File: src/rtl/sd_pkg.sv
// Shared SD host definitions: frame geometry, CRC7 generator and the
// one-hot state encoding used by the CMD-line transmitter.
package sd_pkg;

    localparam int unsigned SD_CMD_FRAME_BITS = 48;
    localparam int unsigned SD_CMD_HDR_BITS   = 40;
    localparam logic [6:0]  SD_CRC7_POLY      = 7'h09;

    typedef enum logic [4:0] {
        ST_IDLE = 5'b00001,
        ST_ARM  = 5'b00010,
        ST_HDR  = 5'b00100,
        ST_CRC  = 5'b01000,
        ST_END  = 5'b10000
    } sd_cmd_state_e;

endpackage

File: src/rtl/sd_cmd_tx_if.sv
// Host-side command handshake between the command register logic (master)
// and the CMD-line transmitter (slave).
interface sd_cmd_tx_if #(
    parameter int unsigned IDX_W = 6,
    parameter int unsigned ARG_W = 32
);

    logic             cmd_start;
    logic [IDX_W-1:0] cmd_index;
    logic [ARG_W-1:0] cmd_arg;
    logic             busy;
    logic             cmd_done;
    logic             cmd_abort;
    logic [6:0]       crc_out;

    modport master (
        output cmd_start, cmd_index, cmd_arg,
        input  busy, cmd_done, cmd_abort, crc_out
    );

    modport slave (
        input  cmd_start, cmd_index, cmd_arg,
        output busy, cmd_done, cmd_abort, crc_out
    );

endinterface

File: src/rtl/sd_crc7_ser.sv
// Bit-serial CRC7 (x^7 + x^3 + 1), MSB-first, zero initial value.
// Shared by the command transmitter and the response receiver.
module sd_crc7_ser
    import sd_pkg::*;
#(
    parameter logic [6:0] POLY = SD_CRC7_POLY
) (
    input  logic       clk,
    input  logic       reset,
    input  logic       clear,
    input  logic       enable,
    input  logic       din,
    output logic [6:0] crc
);

    logic [6:0] crc_q;
    logic [6:0] crc_d;
    logic       fb;

    // Next CRC value: clear wins over a data step.
    always_comb begin
        fb    = din ^ crc_q[6];
        crc_d = crc_q;
        if (clear) begin
            crc_d = '0;
        end else if (enable) begin
            crc_d = {crc_q[5:0], 1'b0} ^ (fb ? POLY : 7'd0);
        end
    end

    // CRC register.
    always_ff @(posedge clk) begin
        if (reset) begin
            crc_q <= '0;
        end else begin
            crc_q <= crc_d;
        end
    end

    assign crc = crc_q;

endmodule

File: src/rtl/sd_cmd_tx.sv
// SD CMD-line transmitter: serialises {start, tx, index, arg, CRC7, end}
// MSB first, changing the line one clk after each SD clock falling edge.
// A lost SD clock aborts the frame and releases the line.
module sd_cmd_tx
    import sd_pkg::*;
#(
    parameter int unsigned IDX_W    = 6,
    parameter int unsigned ARG_W    = 32,
    parameter logic [6:0]  CRC_POLY = SD_CRC7_POLY
) (
    input  logic         clk,
    input  logic         reset,
    input  logic         sd_clk,
    input  logic         sd_clk_stable,
    sd_cmd_tx_if.slave   bus,
    output logic         cmd_out,
    output logic         cmd_oe
);

    localparam int unsigned HDR_BITS = 2 + IDX_W + ARG_W;
    localparam int unsigned CNT_W    = $clog2(HDR_BITS + 8);
    // bit_cnt counts bits already driven; these mark the last header bit
    // having gone out and the last CRC bit having gone out.
    localparam logic [CNT_W-1:0] CNT_HDR_DONE = CNT_W'(HDR_BITS);
    localparam logic [CNT_W-1:0] CNT_CRC_DONE = CNT_W'(HDR_BITS + 7);

    sd_cmd_state_e       state_q, state_d;
    logic [HDR_BITS-1:0] sr_q, sr_d;
    logic [CNT_W-1:0]    cnt_q, cnt_d;
    logic                cmd_out_q, cmd_out_d;
    logic                cmd_oe_q, cmd_oe_d;
    logic                busy_q, busy_d;
    logic                done_q, done_d;
    logic                abort_q, abort_d;
    logic [6:0]          crc_out_q, crc_out_d;
    logic                sd_clk_q;
    logic                fall;
    logic                crc_clr;
    logic                crc_en;
    logic [6:0]          crc_val;

    assign fall = sd_clk_q & ~sd_clk;

    sd_crc7_ser #(
        .POLY (CRC_POLY)
    ) u_crc (
        .clk    (clk),
        .reset  (reset),
        .clear  (crc_clr),
        .enable (crc_en),
        .din    (sr_q[HDR_BITS-1]),
        .crc    (crc_val)
    );

    // Frame sequencing; loss of a stable SD clock outranks a coincident fall.
    always_comb begin
        state_d   = state_q;
        sr_d      = sr_q;
        cnt_d     = cnt_q;
        cmd_out_d = cmd_out_q;
        cmd_oe_d  = cmd_oe_q;
        busy_d    = busy_q;
        done_d    = 1'b0;
        abort_d   = 1'b0;
        crc_out_d = crc_out_q;
        crc_clr   = 1'b0;
        crc_en    = 1'b0;

        if (state_q == ST_IDLE) begin
            if (bus.cmd_start) begin
                if (sd_clk_stable) begin
                    sr_d    = {1'b0, 1'b1, bus.cmd_index, bus.cmd_arg};
                    cnt_d   = '0;
                    crc_clr = 1'b1;
                    busy_d  = 1'b1;
                    state_d = ST_ARM;
                end else begin
                    abort_d = 1'b1;
                end
            end
        end else if (!sd_clk_stable) begin
            cmd_oe_d  = 1'b0;
            cmd_out_d = 1'b1;
            busy_d    = 1'b0;
            abort_d   = 1'b1;
            state_d   = ST_IDLE;
        end else if (fall) begin
            case (state_q)
                ST_ARM: begin
                    cmd_out_d = sr_q[HDR_BITS-1];
                    cmd_oe_d  = 1'b1;
                    sr_d      = sr_q << 1;
                    crc_en    = 1'b1;
                    cnt_d     = CNT_W'(1);
                    state_d   = ST_HDR;
                end
                ST_HDR: begin
                    cnt_d = cnt_q + CNT_W'(1);
                    if (cnt_q == CNT_HDR_DONE) begin
                        // Reuse the emptied shifter for the remaining CRC bits.
                        cmd_out_d = crc_val[6];
                        sr_d      = {crc_val[5:0], {(HDR_BITS-6){1'b0}}};
                        state_d   = ST_CRC;
                    end else begin
                        cmd_out_d = sr_q[HDR_BITS-1];
                        sr_d      = sr_q << 1;
                        crc_en    = 1'b1;
                    end
                end
                ST_CRC: begin
                    if (cnt_q == CNT_CRC_DONE) begin
                        cmd_out_d = 1'b1;
                        crc_out_d = crc_val;
                        state_d   = ST_END;
                    end else begin
                        cmd_out_d = sr_q[HDR_BITS-1];
                        sr_d      = sr_q << 1;
                        cnt_d     = cnt_q + CNT_W'(1);
                    end
                end
                ST_END: begin
                    cmd_oe_d  = 1'b0;
                    cmd_out_d = 1'b1;
                    done_d    = 1'b1;
                    busy_d    = 1'b0;
                    state_d   = ST_IDLE;
                end
                default: ;
            endcase
        end
    end

    // State, datapath and registered outputs.
    always_ff @(posedge clk) begin
        if (reset) begin
            state_q   <= ST_IDLE;
            sr_q      <= '0;
            cnt_q     <= '0;
            cmd_out_q <= 1'b1;
            cmd_oe_q  <= 1'b0;
            busy_q    <= 1'b0;
            done_q    <= 1'b0;
            abort_q   <= 1'b0;
            crc_out_q <= '0;
            sd_clk_q  <= 1'b0;
        end else begin
            state_q   <= state_d;
            sr_q      <= sr_d;
            cnt_q     <= cnt_d;
            cmd_out_q <= cmd_out_d;
            cmd_oe_q  <= cmd_oe_d;
            busy_q    <= busy_d;
            done_q    <= done_d;
            abort_q   <= abort_d;
            crc_out_q <= crc_out_d;
            sd_clk_q  <= sd_clk;
        end
    end

    assign cmd_out       = cmd_out_q;
    assign cmd_oe        = cmd_oe_q;
    assign bus.busy      = busy_q;
    assign bus.cmd_done  = done_q;
    assign bus.cmd_abort = abort_q;
    assign bus.crc_out   = crc_out_q;

endmodule

File: src/flat_wrapper.sv
// flat-port wrapper written by rule: the top's interface ports become plain ports
module sd_cmd_tx_flat import sd_pkg::*;
#(
    parameter int unsigned IDX_W    = 6,
    parameter int unsigned ARG_W    = 32,
    parameter logic [6:0]  CRC_POLY = SD_CRC7_POLY
)
  (clk, reset, sd_clk, sd_clk_stable, cmd_out, cmd_oe, bus_cmd_start, bus_cmd_index, bus_cmd_arg, bus_busy, bus_cmd_done, bus_cmd_abort, bus_crc_out);
  sd_cmd_tx_if #(.IDX_W(IDX_W), .ARG_W(ARG_W)) bus_i ();
  input  logic clk;
  input  logic reset;
  input  logic sd_clk;
  input  logic sd_clk_stable;
  output logic cmd_out;
  output logic cmd_oe;
  input wire logic [$bits(bus_i.cmd_start)-1:0] bus_cmd_start;
  input wire logic [$bits(bus_i.cmd_index)-1:0] bus_cmd_index;
  input wire logic [$bits(bus_i.cmd_arg)-1:0] bus_cmd_arg;
  output wire logic [$bits(bus_i.busy)-1:0] bus_busy;
  output wire logic [$bits(bus_i.cmd_done)-1:0] bus_cmd_done;
  output wire logic [$bits(bus_i.cmd_abort)-1:0] bus_cmd_abort;
  output wire logic [$bits(bus_i.crc_out)-1:0] bus_crc_out;
  assign bus_i.cmd_start = bus_cmd_start;
  assign bus_i.cmd_index = bus_cmd_index;
  assign bus_i.cmd_arg = bus_cmd_arg;
  assign bus_busy = bus_i.busy;
  assign bus_cmd_done = bus_i.cmd_done;
  assign bus_cmd_abort = bus_i.cmd_abort;
  assign bus_crc_out = bus_i.crc_out;
  sd_cmd_tx #(.IDX_W(IDX_W), .ARG_W(ARG_W), .CRC_POLY(CRC_POLY)) u_core (.clk(clk), .reset(reset), .sd_clk(sd_clk), .sd_clk_stable(sd_clk_stable), .bus(bus_i), .cmd_out(cmd_out), .cmd_oe(cmd_oe));
endmodule
File: config.mk
export PLATFORM = sky130hd
export DESIGN_NAME = sd_cmd_tx_flat
export DESIGN_NICKNAME = d
export VERILOG_FILES = /design/src/rtl/sd_pkg.sv /design/src/rtl/sd_cmd_tx_if.sv /design/src/rtl/sd_crc7_ser.sv /design/src/rtl/sd_cmd_tx.sv /design/src/flat_wrapper.sv
export SDC_FILE = /design/constraint.sdc
export NUM_CORES = 1
export LEC_CHECK = 0
export ABC_AREA = 1
export CORE_ASPECT_RATIO = 2
export CORE_MARGIN = 2
export CORE_UTILIZATION = 45
export DETAILED_ROUTE_END_ITERATION = 16
export PLACE_DENSITY = 0.7
export SYNTH_ARGS = -nofsm -noshare
export SYNTH_HDL_FRONTEND = slang
export SYNTH_SLANG_ARGS = --single-unit
File: constraint.sdc
create_clock -name clk -period 1.4 [get_ports clk]
set_input_delay 0.21 -clock clk [delete_from_list [all_inputs] [get_ports clk]]
set_output_delay 0.21 -clock clk [all_outputs]
set_load 0.1 [all_outputs]
# Yosys cells after proc, flatten, opt, wreduce, memory -nomap -nowiden
# Cells that the tools add are included.
# W data, S select, Z words.
[totals]
ff_bits = 71
inputBits = 43
output_inout_bits = 12
elab_cells = 99
[classes]
add_sub_neg = 1
n_eq_ne = 19
mux = 50
bitwise = 7
n_reduce_logical = 11
[ops]
columns = ["cell", "n"]
rows = [
  ["$mux W40", 7],
  ["$pmux W40 S3", 1],
  ["$mux W6", 6],
  ["$mux W5", 7],
  ["$mux W1", 23],
  ["$pmux W5 S4", 1],
  ["$pmux W6 S3", 1],
  ["$eq A6 B6 Y1 const B", 2],
  ["$reduce_and A6 Y1", 2],
  ["$ne A3 B1 Y1 const B", 3],
  ["$ne A4 B2 Y1 const B", 2],
  ["$xor A7 B4 Y7", 1],
  ["$add A6 B1 Y6 const B", 1],
  ["$ne A2 B2 Y1 const B", 3],
  ["$ne A6 B1 Y1 const B", 1],
  ["$reduce_and A3 Y1", 2],
  ["$eq A5 B1 Y1 const B", 1],
  ["$eq A5 B2 Y1 const B", 1],
  ["$eq A5 B3 Y1 const B", 1],
  ["$eq A5 B4 Y1 const B", 1],
  ["$eq A5 B5 Y1 const B", 1],
  ["$ne A5 B1 Y1 const B", 1],
  ["$reduce_and A5 Y1", 1],
  ["$mux W4", 1],
  ["12 further kinds", 17],
]

# Longest topological paths before layout
[logic_depth]
word_depth = 6
depth_mapped = 13
depth_no_buf = 12

# By module
# Synthesis repeated with hierarchy kept, for this count alone.
[hier_totals]
cells_unflattened = 613
hier_area_um2 = 3938.8
[modules_own_cells]
columns = ["mod", "n_inst", "cells_each", "area_per_inst_um2", "seq_area_each_um2"]
rows = [
  ["sd_cmd_tx", 1, 572, 3636.0, 1281.2],
  ["sd_crc7_ser", 1, 41, 302.8, 140.1],
]

# Worst setup path after synthesis
# Ideal clock, no wire load.
[synth_path]
kind = "register -> register"
start = "register u_core.cnt_q[0]"
end = "register u_core.sr_q[12]"
setup_time_ns = 0.115
arrival_ns = 1.434
t_required_ns = 1.285
slack_ns = -0.149
stages_incl_launch_ff = 12
n_path_buf = 2
synth_period_minus_slack_ns = 1.549
path_cell_list = "dfxtp_1 -> ha_1 -> nand2_1 -> nor2_1 -> nand2_1 -> nor2_2 -> nor2_1 -> nand3_2 -> buf_6 -> buf_4 -> a21oi_1 -> nor2_1"
[synth_via]
elab_chain_cells = 6
elab_cells_between_ends = 9
classes_between = "eq/ne (3); mux (5); reduce/logical (1)"
[synth_lines]
columns = ["item", "line_no", "source"]
rows = [
  ["from (decl)", "sd_cmd_tx.sv:29", "logic [CNT_W-1:0] cnt_q, cnt_d;"],
  ["from (signal assigned)", "sd_cmd_tx.sv:149", "cnt_q <= cnt_d;"],
  ["$eq A6 B6 Y1", "sd_cmd_tx.sv:99", "if (cnt_q == CNT_HDR_DONE) begin"],
  ["$mux W40", "sd_cmd_tx.sv:99", ""],
  ["$pmux W40 S3", "sd_cmd_tx.sv:88", "case (state_q)"],
  ["$mux W40", "sd_cmd_tx.sv:87", "end else if (fall) begin"],
  ["$mux W40", "sd_cmd_tx.sv:81", "end else if (!sd_clk_stable) begin"],
  ["$mux W40", "sd_cmd_tx.sv:69", "if (state_q == ST_IDLE) begin"],
  ["to (signal assigned)", "sd_cmd_tx.sv:148", "sr_q <= sr_d;"],
  ["to (decl)", "sd_cmd_tx.sv:28", "logic [HDR_BITS-1:0] sr_q, sr_d;"],
]
# Several ways; a longest one is shown, not always the timed one. The select of a mux whose other input is x is not followed.
# A chain may end at the register's enable or synchronous reset.

# Final worst setup path
[layout_path]
start = "register u_core.cnt_q[0]"
end = "register u_core.sr_q[18]"
# Same word-level chain as after synthesis.

==> reports/results.ini <==
[sta]
fin_crit_ps = 1730
hold_viol_final = 0
clock_skew_ps = 4.35
relSlewSlack_pct = 80.7
finalSetupViolCount = 68
setup_tns_ps = -16880
fin_crit_sh_pct = 123
fin_ws_ps = -325
rsz0062_at_grt = true
slew_viol_final = 0
worst_pin_slew_ps = 287
fmax_mhz = 580

[yosys]
synth_area_um2 = 3960
seq_area_frac_synth_pct = 35.9
yosysUniqueCellTypes = 34
synth_flop_cell = dfxtp_1
async_flop_share_pct = 0
avgSynthCellArea_um2 = 6.63
synth-seq-cells = 71
yosysWarnings = 0
synth-edff-count = 0
synthCells = 597
synth_fp_nets = 642

[finish]
drive_gt1_share_pct = 33.3
antenna_cells = 0
num-fill-cells = 607
final_nets = 767
area_growth_pct = 61.7

[drt]
drc = 0
num_vias = 4592
detail_route.vias_per_cell = 5.56
wire_per_inst_um = 16.4
wirelength_um = 13600
antenna_left = 0
first_pass_iters = 5
drt-initial-drc-count = 433

[clock_network]
clock_sinks = 71
clk_latency_ps = 340
hold_buffers = 0
clock_path_buffers = 2
ctsRootBufferMaster = clkbuf_16
cts_made_buffers = 9
cts_tree = done
htree_levels = 3
clk_pin_slew_ps = 50

[die]
die_y_um = 137
ios = 55
fp-row-count = 48
dieArea_um2 = 9610
dieWidth_um = 70.3
core_um2 = 8590
start_util_pct = 46.1

[critical_path]
cpPeakStageDelay_ps = 360
cp_num_buf_inv = 2
setup.worst_path.start_class = register
crit_path_frequent_cell = nor2_4
crit_required_ps = 1640
cp-end-kind = register
worstPathCellList = ha_4 > nand2_4 > nor2_4 > nand2_2 > nor2_4 > nor2_4 > nand3_4 > buf_12 > buf_12 > nand3b_1 > nand2_1 > nor2_1
critPathMaxFanout = 8
crit_family = simple AND/OR/NAND/NOR gates
arrival_ps = 1960
cp_slowest_cell = dfxtp_4
critPathKind = register to register

[worst_hold_path]
holdCritPathClass = input port to register

[place]
dp_hpwl_um = 7110
io_buffers = 54
place.gp.congestion = 0.868

[grt]
grtUsageMet3_pct = 4.20
grt_overflow = 0
grt_use_met2_pct = 47.7
grt_usage_pct = 26.1
grt_use_met1_pct = 27.6
grt_pass1_wl_um = 20100
busiest_layer = met2
grt_max_degree = 53
grt_pass1_vias = 4404
antenna_found_initial = 0

[pwr]
p_clk_share_pct = 19.7
power_density_nw_per_um2 = 1950
power.internal_mw = 7.20
switchingPower_mw = 5.28
share_comb_of_total_power_pct = 57.0
power_mw = 12.5
p_leak_nw = 3.01
switching_share_pct = 42.3
irDropWorstVdd_mv = 1.51
seq_power_share_pct = 23.3

[run]
max_cap_viol_count = 0

[outcome]
outcome = finished, violations left
failed_checks = negative setup slack

[cell type report]
| type | count | area [µm²] | share of cell area [%] |
|---|---|---|---|
| Clock inverter | 4 | 70.1 | 1.10 |
| Sequential cell | 71 | 1440 | 22.5 |
| Inverter | 36 | 145 | 2.27 |
| Multi-Input combinational cell | 454 | 2650 | 41.4 |
| Tap cell | 100 | 125 | 1.96 |
| Timing Repair Buffer | 150 | 1730 | 27.0 |
| Clock buffer | 11 | 243 | 3.79 |
[logic make-up after synthesis]
kind of cell | after synthesis | synth area share, %
flops | 71 | 35.9
fa+ha+maj | 2 | 0.632
buf+inv | 74 | 9.17
simple gates | 362 | 42.5
compound gates | 86 | 11.3
xor+xnor | 2 | 0.443
[layer usage]
layer / routed length (µm) / vias up
met2: 7360 / 178
met5: 0 / -
met3: 638 / 72
met1: 4880 / 2142
met4: 680 / 0
li1: - / 2200
[placed cells by master (no fill, tap or decap), types with 5 or more instances in the layout]
master	instances
buf_4	60
nor2_4	13
nand2_4	7
a21oi_2	23
nand2_2	23
inv_2	5
nand3_4	6
nand3_2	20
o21ai_1	11
nand3_1	41
nor2_1	63
inv_1	27
dfxtp_1	65
nand3b_1	32
buf_12	24
clkdlybuf4s50_1	42
nand2_1	143
buf_6	15
a21oi_1	40
clkbuf_16	15
[final timing paths]
check,start,to,slack (ps),cells after the start
setup / recovery,u_core.cnt_q[0],u_core.sr_q[18],-330,12
hold / removal,sd_clk,u_core.sd_clk_q,440,3
setup reg to reg,u_core.cnt_q[0],u_core.sr_q[18],-330,12
hold reg to reg,u_core.sr_q[35],u_core.sr_q[35],480,2
[worst reg2reg max path, stage by stage, from the launching register on]
cell and delay [ps]:
dfxtp_4 360, ha_4 150, nand2_4 60, nor2_4 110, nand2_2 100, nor2_4 160
nor2_4 50, nand3_4 90, buf_12 150, buf_12 130, nand3b_1 100, nand2_1 110
nor2_1 50
[state kept, by name, indices dropped and copies added (netlist names)]
name	count
u_core.sr_q	40
u_core.bus.crc_out	7
u_core.u_crc.crc	7
u_core.cnt_q	6
u_core.state_q	5
u_core.bus.busy	1
u_core.bus.cmd_abort	1
u_core.bus.cmd_done	1
u_core.cmd_oe	1
u_core.cmd_out	1
u_core.sd_clk_q	1
[stage by stage]
step | area (µm²) | hold slack, ps | util [%] | std cells | setup slack (ps)
floorplan | 4060 | 279 | - | 597 | -95.3
global placement | 5180 | 465 | 60.3 | 780 | -371
detailed placement | 5180 | 477 | 60.3 | 780 | -382
CTS | 6020 | 419 | 70.1 | 816 | -233
global route | 6400 | 470 | 74.5 | 826 | -411
finish | 6400 | 435 | 74.5 | 826 | -325
[power by group through the flow]
stage	sequential, mW	combinational (mW)	clock, mW
floorplan	2.98	3.70	0
global placement	2.81	5.48	0
detailed placement	2.83	5.55	0
CTS	2.85	6.20	2.47
global route	2.95	7.73	2.56
finish	2.90	7.11	2.46
[synthesized netlist by cell type, types with 3 or more instances]
master	n	area, µm²
nand3_1	61	305
nor2_2	6	37.5
or2_0	4	25.0
nand2_2	5	31.3
dfxtp_1	71	1420
clkbuf_1	9	33.8
buf_2	11	55.1
nor2_1	70	263
buf_4	9	67.6
nand3b_1	32	240
buf_6	5	56.3
inv_1	32	120
nand3_2	4	40.0
o21ai_0	15	75.1
a21oi_1	64	320
buf_1	4	15.0
inv_2	3	11.3
nor2_4	4	45.0
nand2_1	168	631
[repair_timing]
| item | CTS | global route |
|---|---|---|
| resized for setup | 72 | 73 |
| pin swaps | 25 | 33 |
| setup buffers | 15 | 7 |
| gates cloned | 6 | 7 |
| endpoints found under the setup margin | 69 | 69 |
Note: power is estimated with default switching activity, not from simulation.
